`config.mk`:
```
export PLATFORM = sky130hd
export DESIGN_NAME = cdb_arbiter
export DESIGN_NICKNAME = d
export VERILOG_FILES = /design/src/rtl/cdb_arbiter.sv
export SDC_FILE = /design/constraint.sdc
export NUM_CORES = 1
export LEC_CHECK = 0
export BUFFER_PORTS_ARGS = -buffer_cell sky130_fd_sc_hd__buf_2
export CAP_MARGIN = 20
export CORE_ASPECT_RATIO = 0.6
export CORE_UTILIZATION = 55
export DETAILED_ROUTE_END_ITERATION = 12
export PLACE_DENSITY = 0.87
export SYNTH_ARGS = -nofsm -noshare
export SYNTH_HDL_FRONTEND = slang
export SYNTH_SLANG_ARGS = --single-unit
```
`constraint.sdc`:
```
create_clock -name Clock -period 2.35 [get_ports Clock]
set_input_delay 0.3525 -clock Clock [delete_from_list [all_inputs] [get_ports Clock]]
set_output_delay 0.3525 -clock Clock [all_outputs]
set_load 0.05 [all_outputs]
```
`src/rtl/cdb_arbiter.sv`:
```
// cdb_arbiter
//   Transmitting end of the Common Data Bus.
//   Reservation stations hand in completed results. Each result is a value
//   plus the tag of the station that produced it. Results are buffered per
//   source. Every cycle one buffered result is chosen round-robin and
//   broadcast on the CDB, where registers and waiting stations capture it by
//   tag match.
//
// Parameters
//   N_SRC     number of result sources
//   DATA_W    result width
//   TAG_W     station tag width (tag 0 = "no producer")
//   DEPTH     per-source buffer depth, power of 2
//   IDLE_VAL  value driven on CDB when nothing is broadcast
//
// Ports
//   Clock      in   rising-edge clock
//   Reset      in   asynchronous active-low reset, flushes all buffers
//   Res_Valid  in   [N_SRC]        source i presents a result
//   Res_Tag    in   [N_SRC*TAG_W]  tag of source i, slice [i*TAG_W +: TAG_W]
//   Res_Data   in   [N_SRC*DATA_W] data of source i, slice [i*DATA_W +: DATA_W]
//   Res_Ready  out  [N_SRC]        source i may transfer this cycle
//   Hold       in   suppress broadcast this cycle
//   CDB        out  broadcast value (IDLE_VAL when idle)
//   Qi_CDB     out  broadcast tag (0 when idle)
//   CDB_Valid  out  one-cycle pulse per broadcast result
//   Busy       out  at least one result is still buffered

module cdb_arbiter #(
  parameter int                N_SRC    = 2,
  parameter int                DATA_W   = 16,
  parameter int                TAG_W    = 3,
  parameter int                DEPTH    = 2,
  parameter logic [DATA_W-1:0] IDLE_VAL = 16'hFFF0
) (
  input  logic                      Clock,
  input  logic                      Reset,
  input  logic [N_SRC-1:0]          Res_Valid,
  input  logic [N_SRC*TAG_W-1:0]    Res_Tag,
  input  logic [N_SRC*DATA_W-1:0]   Res_Data,
  output logic [N_SRC-1:0]          Res_Ready,
  input  logic                      Hold,
  output logic [DATA_W-1:0]         CDB,
  output logic [TAG_W-1:0]          Qi_CDB,
  output logic                      CDB_Valid,
  output logic                      Busy
);

  localparam int PTR_W = (DEPTH > 1) ? $clog2(DEPTH) : 1;
  localparam int CNT_W = $clog2(DEPTH) + 1;
  localparam int RR_W  = (N_SRC > 1) ? $clog2(N_SRC) : 1;

  localparam logic [CNT_W-1:0] FULL_CNT  = CNT_W'(DEPTH);
  localparam logic [PTR_W-1:0] LAST_PTR  = PTR_W'(DEPTH - 1);
  localparam logic [RR_W-1:0]  LAST_SRC  = RR_W'(N_SRC - 1);

  // Per-source state exported from the generate blocks so the arbiter can
  // see every source's occupancy and head entry.
  logic [CNT_W-1:0]  count_q   [N_SRC];
  logic [TAG_W-1:0]  head_tag  [N_SRC];
  logic [DATA_W-1:0] head_data [N_SRC];

  logic [RR_W-1:0] rr_q;
  logic [RR_W-1:0] win_idx;
  logic [RR_W-1:0] scan_idx;
  logic            win_found;
  logic            busy_any;

  // Round-robin scan starting at rr_q. The first non-empty source wins.
  // Hold masks the whole search, so nothing is dequeued and rr_q stays put.
  always_comb begin
    win_found = 1'b0;
    win_idx   = '0;
    scan_idx  = '0;
    for (int k = 0; k < N_SRC; k++) begin
      scan_idx = RR_W'((int'(rr_q) + k) % N_SRC);
      if (!Hold && !win_found && (count_q[scan_idx] != '0)) begin
        win_found = 1'b1;
        win_idx   = scan_idx;
      end
    end
  end

  for (genvar i = 0; i < N_SRC; i++) begin : g_src
    logic [TAG_W-1:0]  tag_mem  [DEPTH];
    logic [DATA_W-1:0] data_mem [DEPTH];
    logic [PTR_W-1:0]  rd_ptr;
    logic [PTR_W-1:0]  wr_ptr;
    logic [CNT_W-1:0]  count;
    logic [TAG_W-1:0]  in_tag;
    logic [DATA_W-1:0] in_data;
    logic              enq;
    logic              deq;

    assign in_tag  = Res_Tag[i*TAG_W +: TAG_W];
    assign in_data = Res_Data[i*DATA_W +: DATA_W];

    // Ready comes from the registered count only. A full FIFO therefore
    // stays not-ready for the whole cycle in which it is being drained.
    assign Res_Ready[i] = (count < FULL_CNT);

    // A tag-0 result completes the handshake but carries no producer, so
    // it is accepted and then dropped rather than stored.
    assign enq = Res_Valid[i] && Res_Ready[i] && (in_tag != '0);
    assign deq = win_found && (win_idx == RR_W'(i));

    // Pointer and occupancy bookkeeping. Enqueue and dequeue on the same
    // edge advance both pointers and leave the count unchanged.
    always_ff @(posedge Clock or negedge Reset) begin
      if (!Reset) begin
        rd_ptr <= '0;
        wr_ptr <= '0;
        count  <= '0;
      end else begin
        if (enq) begin
          wr_ptr <= (wr_ptr == LAST_PTR) ? '0 : wr_ptr + PTR_W'(1);
        end
        if (deq) begin
          rd_ptr <= (rd_ptr == LAST_PTR) ? '0 : rd_ptr + PTR_W'(1);
        end
        case ({enq, deq})
          2'b10:   count <= count + CNT_W'(1);
          2'b01:   count <= count - CNT_W'(1);
          default: count <= count;
        endcase
      end
    end

    // Storage is not reset. An entry is only read while count says it
    // is valid.
    always_ff @(posedge Clock) begin
      if (enq) begin
        tag_mem[wr_ptr]  <= in_tag;
        data_mem[wr_ptr] <= in_data;
      end
    end

    assign count_q[i]   = count;
    assign head_tag[i]  = tag_mem[rd_ptr];
    assign head_data[i] = data_mem[rd_ptr];
  end

  // Broadcast register and round-robin pointer. The winner's head goes out
  // on this edge. Otherwise the bus returns to the idle pattern.
  always_ff @(posedge Clock or negedge Reset) begin
    if (!Reset) begin
      CDB       <= IDLE_VAL;
      Qi_CDB    <= '0;
      CDB_Valid <= 1'b0;
      rr_q      <= '0;
    end else if (win_found) begin
      CDB       <= head_data[win_idx];
      Qi_CDB    <= head_tag[win_idx];
      CDB_Valid <= 1'b1;
      rr_q      <= (win_idx == LAST_SRC) ? '0 : win_idx + RR_W'(1);
    end else begin
      CDB       <= IDLE_VAL;
      Qi_CDB    <= '0;
      CDB_Valid <= 1'b0;
    end
  end

  // Busy reflects buffered work only, not the result currently on the bus.
  always_comb begin
    busy_any = 1'b0;
    for (int k = 0; k < N_SRC; k++) begin
      busy_any = busy_any | (count_q[k] != '0);
    end
  end

  assign Busy = busy_any;

endmodule

```
======== Yosys cells after proc, flatten, opt, wreduce, memory -nomap -nowiden ========
Memory sizes are Yosys's and may differ from the RTL's.
Index checks and enable logic that the tools add are counted.
word-level totals
  logic and storage cells ................. 87
  bits in registers ....................... 29
  ROM bits ................................ 0
  input bits .............................. 43
  latch bits .............................. 0
  memory bits (writable) .................. 76
  memories kept ........................... 4
memory list
  memory             words  bits a word  rd ports  clocked after Yosys merged registers in  wr ports  line  text
  g_src[0].data_mem  2      16           1         0                                        1         86    logic [DATA_W-1:0] data_mem [DEPTH];
  g_src[1].data_mem  2      16           1         0                                        1         86
  g_src[0].tag_mem   2      3            1         0                                        1         85    logic [TAG_W-1:0] tag_mem [DEPTH];
  g_src[1].tag_mem   2      3            1         0                                        1         85
cells by class
  shift operators ......................... 0
  magnitude comparators ................... 5
  add/sub/neg operators ................... 10
  reductions and logical operators ........ 19
  mux-type cells .......................... 30
  bitwise logic cells ..................... 5
  multiply operators ...................... 0
  equality and inequality tests ........... 4
  div/mod/pow operators ................... 0
operators with widths
  kind                                                                count
  16-bit two-way mux                                                  4
  1-bit two-way mux                                                   14
  2-bit two-way mux                                                   6
  3-bit two-way mux                                                   4
  2-bit nonzero test                                                  6
  1-bit logical AND                                                   9
  2-bit case mux with 2 select lines                                  2
  1-bit adder, second input constant                                  6
  2-bit >= comparator, second input constant                          3
  1-bit inverter with 2-bit output                                    3
  3-bit nonzero test                                                  2
  2-bit by 1-bit adder with 2-bit output, second input constant       2
  2-bit by 1-bit == test with 1-bit output, second input constant     2
  2-bit == test, second input constant                                2
  2-bit less-than comparator, second input constant                   2
  2-bit by 1-bit subtractor with 2-bit output, second input constant  2
  1-bit logical NOT                                                   2
  1-bit inverter                                                      1
  1-bit OR                                                            1

======== Longest topological paths before layout ========
  word-level depth ........................ 16
  gate-level depth with buffers ........... 9
  mapped depth without buffers ............ 7

======== Worst setup path before layout ========
OpenSTA, ideal clock, no wires.
  path type ............................... reg2reg
  start point ............................. register g_src[0].count[1]
  end point ............................... memory g_src[0].data_mem[0][0] (enable)
  arrival time ............................ 1.894 ns
  buffers on the path ..................... 0
  data required time ...................... 1.955 ns
  setup time .............................. 0.395 ns
  cell stages (with the launch flop) ...... 4
  path slack .............................. 0.061 ns
  clock period less this slack ............ 2.289 ns
  path through ............................ dfrtp_1 > inv_1 > o311ai_1 > nor2_1
between the ends
  word-level cells in the longest chain between the ends .. 5
ends and longest elaborated chain
  what                                     line  text
  start, declared                          89    logic [CNT_W-1:0] count;
  start signal, assigned                   122   2'b10: count <= count + CNT_W'(1);
  start signal, assigned                   123   2'b01: count <= count - CNT_W'(1);
  start signal, assigned                   124   default: count <= count;
  2-bit less-than comparator               100   assign Res_Ready[i] = (count < FULL_CNT);
  via Res_Ready[0]                         41    output logic [N_SRC-1:0] Res_Ready,
  1-bit logical AND (2 in a row)           104   assign enq = Res_Valid[i] && Res_Ready[i] && (in_tag != '0);
  1-bit two-way mux                        132   if (enq) begin
  1-bit two-way mux (not written as such)  134   data_mem[wr_ptr] <= in_data;
  end, declared                            86
The timed path passes the listed nets, and every way through them passes these cells.

======== Final worst setup path ========
  start point ............................. register g_src[0].count[0]
  end point ............................... output port Busy
between the ends
  word-level cells in the longest chain between the ends .. 2
ends and longest elaborated chain
  what                line  text
  2-bit nonzero test  167   busy_any = busy_any | (count_q[k] != '0);
  1-bit OR            167
  end, declared       46    output logic Busy
Every way passes these cells.

==> results.cfg <==
[clock_network]
htree_levels = 3
insertion_delay_ps = 340
clockBufferDepth = 2
clock-sinks = 105
cts_resized = 0
cts_root_buffer = clkbuf_16
post_cts_buffers = 0
cts_tree = done
cts-buffers-inserted = 9
ctsHoldBuffers = 0
clk_pin_slew_ps = 70

[detailed_routing]
wl_per_cell_um = 20.01
drt_iter0_drc = 138
drc = 0
vias_per_cell = 5.517
antenna_left = 0
dr.pass1.iters = 4
totalWireLength_um = 7505
via_count = 2069

[setup_path]
startpoint_type = flip-flop
cp-end-kind = primary output
crit_end = Busy
r2r-end = g_src[0].count[1]$_DFFE_PN0P_
cp_data_arrival_time_ps = 1610
crit_fanout = 4
critical_path.startpoint = g_src[0].count[0]$_DFFE_PN0P_
required_ps = 2000
rr_worst_depth = 6
crit_type = flip-flop to primary output
ff2ff_setup_slack_ps = 400
rr_startpoint = g_src[1].count[0]$_DFFE_PN0P_

[floorplan]
dieArea_um2 = 7312
ioPinCount = 66
die_h_um = 66.64
core-area_um2 = 6705
initial_core_util = 0.5712
row_count = 23
die_x_um = 109.7

[power_and_ir_drop]
leakagePower_nw = 1.827
powerDensity_nw_per_um2 = 1340
power.total_mw = 6.142
peakVddDrop_mv = 0.6063

[placed_design]
gp_congestion = 0.7879
post-place-ws_ps = 404.5
dp_hpwl_um = 5302
io_buffers = 65

[final_layout]
n_antenna_cell = 0
drive_gt1_frac = 0.3611
seq_area_um2 = 3023
synthToLayoutAreaGrowth_pct = 19.63
multi_input_area_um2 = 716.9
fin_nets = 328
fill_cells = 450

[sta]
hold_slack_ps = 41.27
max_freq_mhz = 509.4
relSlewSlack = 0.5275
final.setup.tns_ps = 0
setup_violations = 0
worst_slack_ps = 386.8
skew_ps = 6.521
hold_viol = 0
worst_pin_slew_ps = 708.8
rsz0062_at_grt = false
post-route-period-util = 0.8354
maxSlewViolCount = 0
layout_min_cycle_time_ps = 1963

[yosys]
syn_area_um2 = 3830
synth-seq-cells = 105
yosysSeqAreaShare = 0.7893
synth_cells = 205
synth.avg_cell_area_um2 = 18.68
syn_nets = 250
ys_types = 23
ys.warnings.count = 0

[global_route]
antenna_found_initial = 0
grt.total_usage = 0.2283
grt_pass1_wl_um = 11330
grt_pass1_vias = 2090
grt_start_max_net_pins = 30
grt-ovfl-total = 0

[min_path]
hold_path_class = input pin to async pin

[run]
drv_cap = 0

[run_status]
status = completed
==> state kept, by name (all words and copies together) (netlist names) <==
| register | flops |
|---|---|
| Qi_CDB | 3 |
| g_src.tag_mem | 12 |
| g_src.count | 4 |
| CDB_Valid | 1 |
| rr_q | 1 |
| g_src.data_mem | 64 |
| g_src.wr_ptr | 2 |
| CDB | 16 |
| g_src.rd_ptr | 2 |
==> where the power goes <==
group	internal, mW	leakage, nW	switching (mW)
Combinational	0.636	0.654	1.27
Sequential	2.49	1.03	0.248
Clock	0.856	0.143	0.641
Total	3.98	1.83	2.16
==> critical path, stage by stage (launching register included) <==
cell	delay [ps]
dfrtp_1	440
nor4_1	530
inv_1	70
buf_2	220
==> logic make-up (layout without fill, tap and decap cells) <==
family | count (synthesis) | after routing | synth area share
DFF | 105 | 105 | 0.7893
muxes | 38 | 38 | 0.09931
AOI/OAI and AO/OA | 24 | 24 | 0.04639
buffers and inverters | 15 | 98 | 0.02352
and+or+nand+nor | 11 | 11 | 0.01209
xor gates and xnor gates | 10 | 10 | 0.02287
adders and majority gates | 2 | 2 | 0.006533
==> cells in the mapped netlist <==
cell	count	share of area
inv_2	1	0.00098
edfxtp_1	76	0.60
inv_1	6	0.0059
o311ai_1	2	0.0046
o211ai_2	1	0.0033
or2_1	1	0.0016
nand2_1	1	0.00098
dfrtp_1	17	0.11
buf_6	1	0.0029
a211o_1	1	0.0023
mux2i_1	38	0.099
dfstp_2	12	0.082
buf_12	1	0.0052
clkinv_4	1	0.0023
xnor2_1	10	0.023
o21ai_0	1	0.0013
nor4_1	1	0.0016
clkbuf_1	1	0.00098
nor2_1	8	0.0078
buf_2	4	0.0052
o22ai_1	7	0.011
ha_1	2	0.0065
a22oi_1	12	0.024
==> final cells by class <==
class | count | area share
tap | 87 | 0.02376
sequential | 105 | 0.6597
multi-input combinational | 85 | 0.1565
inverter | 8 | 0.007646
timing repair buffer | 74 | 0.08575
clock inverter | 6 | 0.01447
clock buffer | 10 | 0.05216
==> metrics by stage <==
stage                       util  area (um^2)  instances
final                     0.6833         4582        375
after global routing      0.6833         4582        375
after CTS                 0.6833         4582        375
after detailed placement  0.6378         4277        359
after global placement    0.6378         4277        359
after floorplan                -         3830        205
==> cell usage in the layout, fill, tap and decap left out, types with 2 or more instances in the layout <==
cell	synthesis	layout
edfxtp_1	76	76
mux2i_1	38	38
clkinv_4	1	2
ha_1	2	2
o22ai_1	7	7
buf_4	0	9
o311ai_1	2	2
clkinvlp_4	0	2
dfrtp_1	17	17
nor2_1	8	8
buf_2	4	65
a22oi_1	12	12
dfstp_2	12	12
inv_1	6	6
xnor2_1	10	10
clkbuf_16	0	9
==> layer usage <==
layer | routed length (um) | part of all wire | GRT usage
met1 | 3382 | 0.45 | 0.3295
met2 | 3337 | 0.44 | 0.3357
met3 | 677 | 0.090 | 0.06360
met4 | 108 | 0.014 | 0.07833
met5 | 0 | 0 | 0
==> worst min path at each step <==
stage                     cells past startpoint  startpoint  slack (ps)                          end
after floorplan                               0       Reset          60             CDB[0]$_DFF_PN0_
after global placement                        1       Reset         410  g_src[1].wr_ptr$_DFFE_PN0P_
after detailed placement                      1       Reset         420  g_src[1].wr_ptr$_DFFE_PN0P_
after CTS                                     1       Reset          50  g_src[1].wr_ptr$_DFFE_PN0P_
after global routing                          1       Reset          90  g_src[1].wr_ptr$_DFFE_PN0P_
final                                         1       Reset          40  g_src[1].wr_ptr$_DFFE_PN0P_
(Power assumes the default switching activity.)
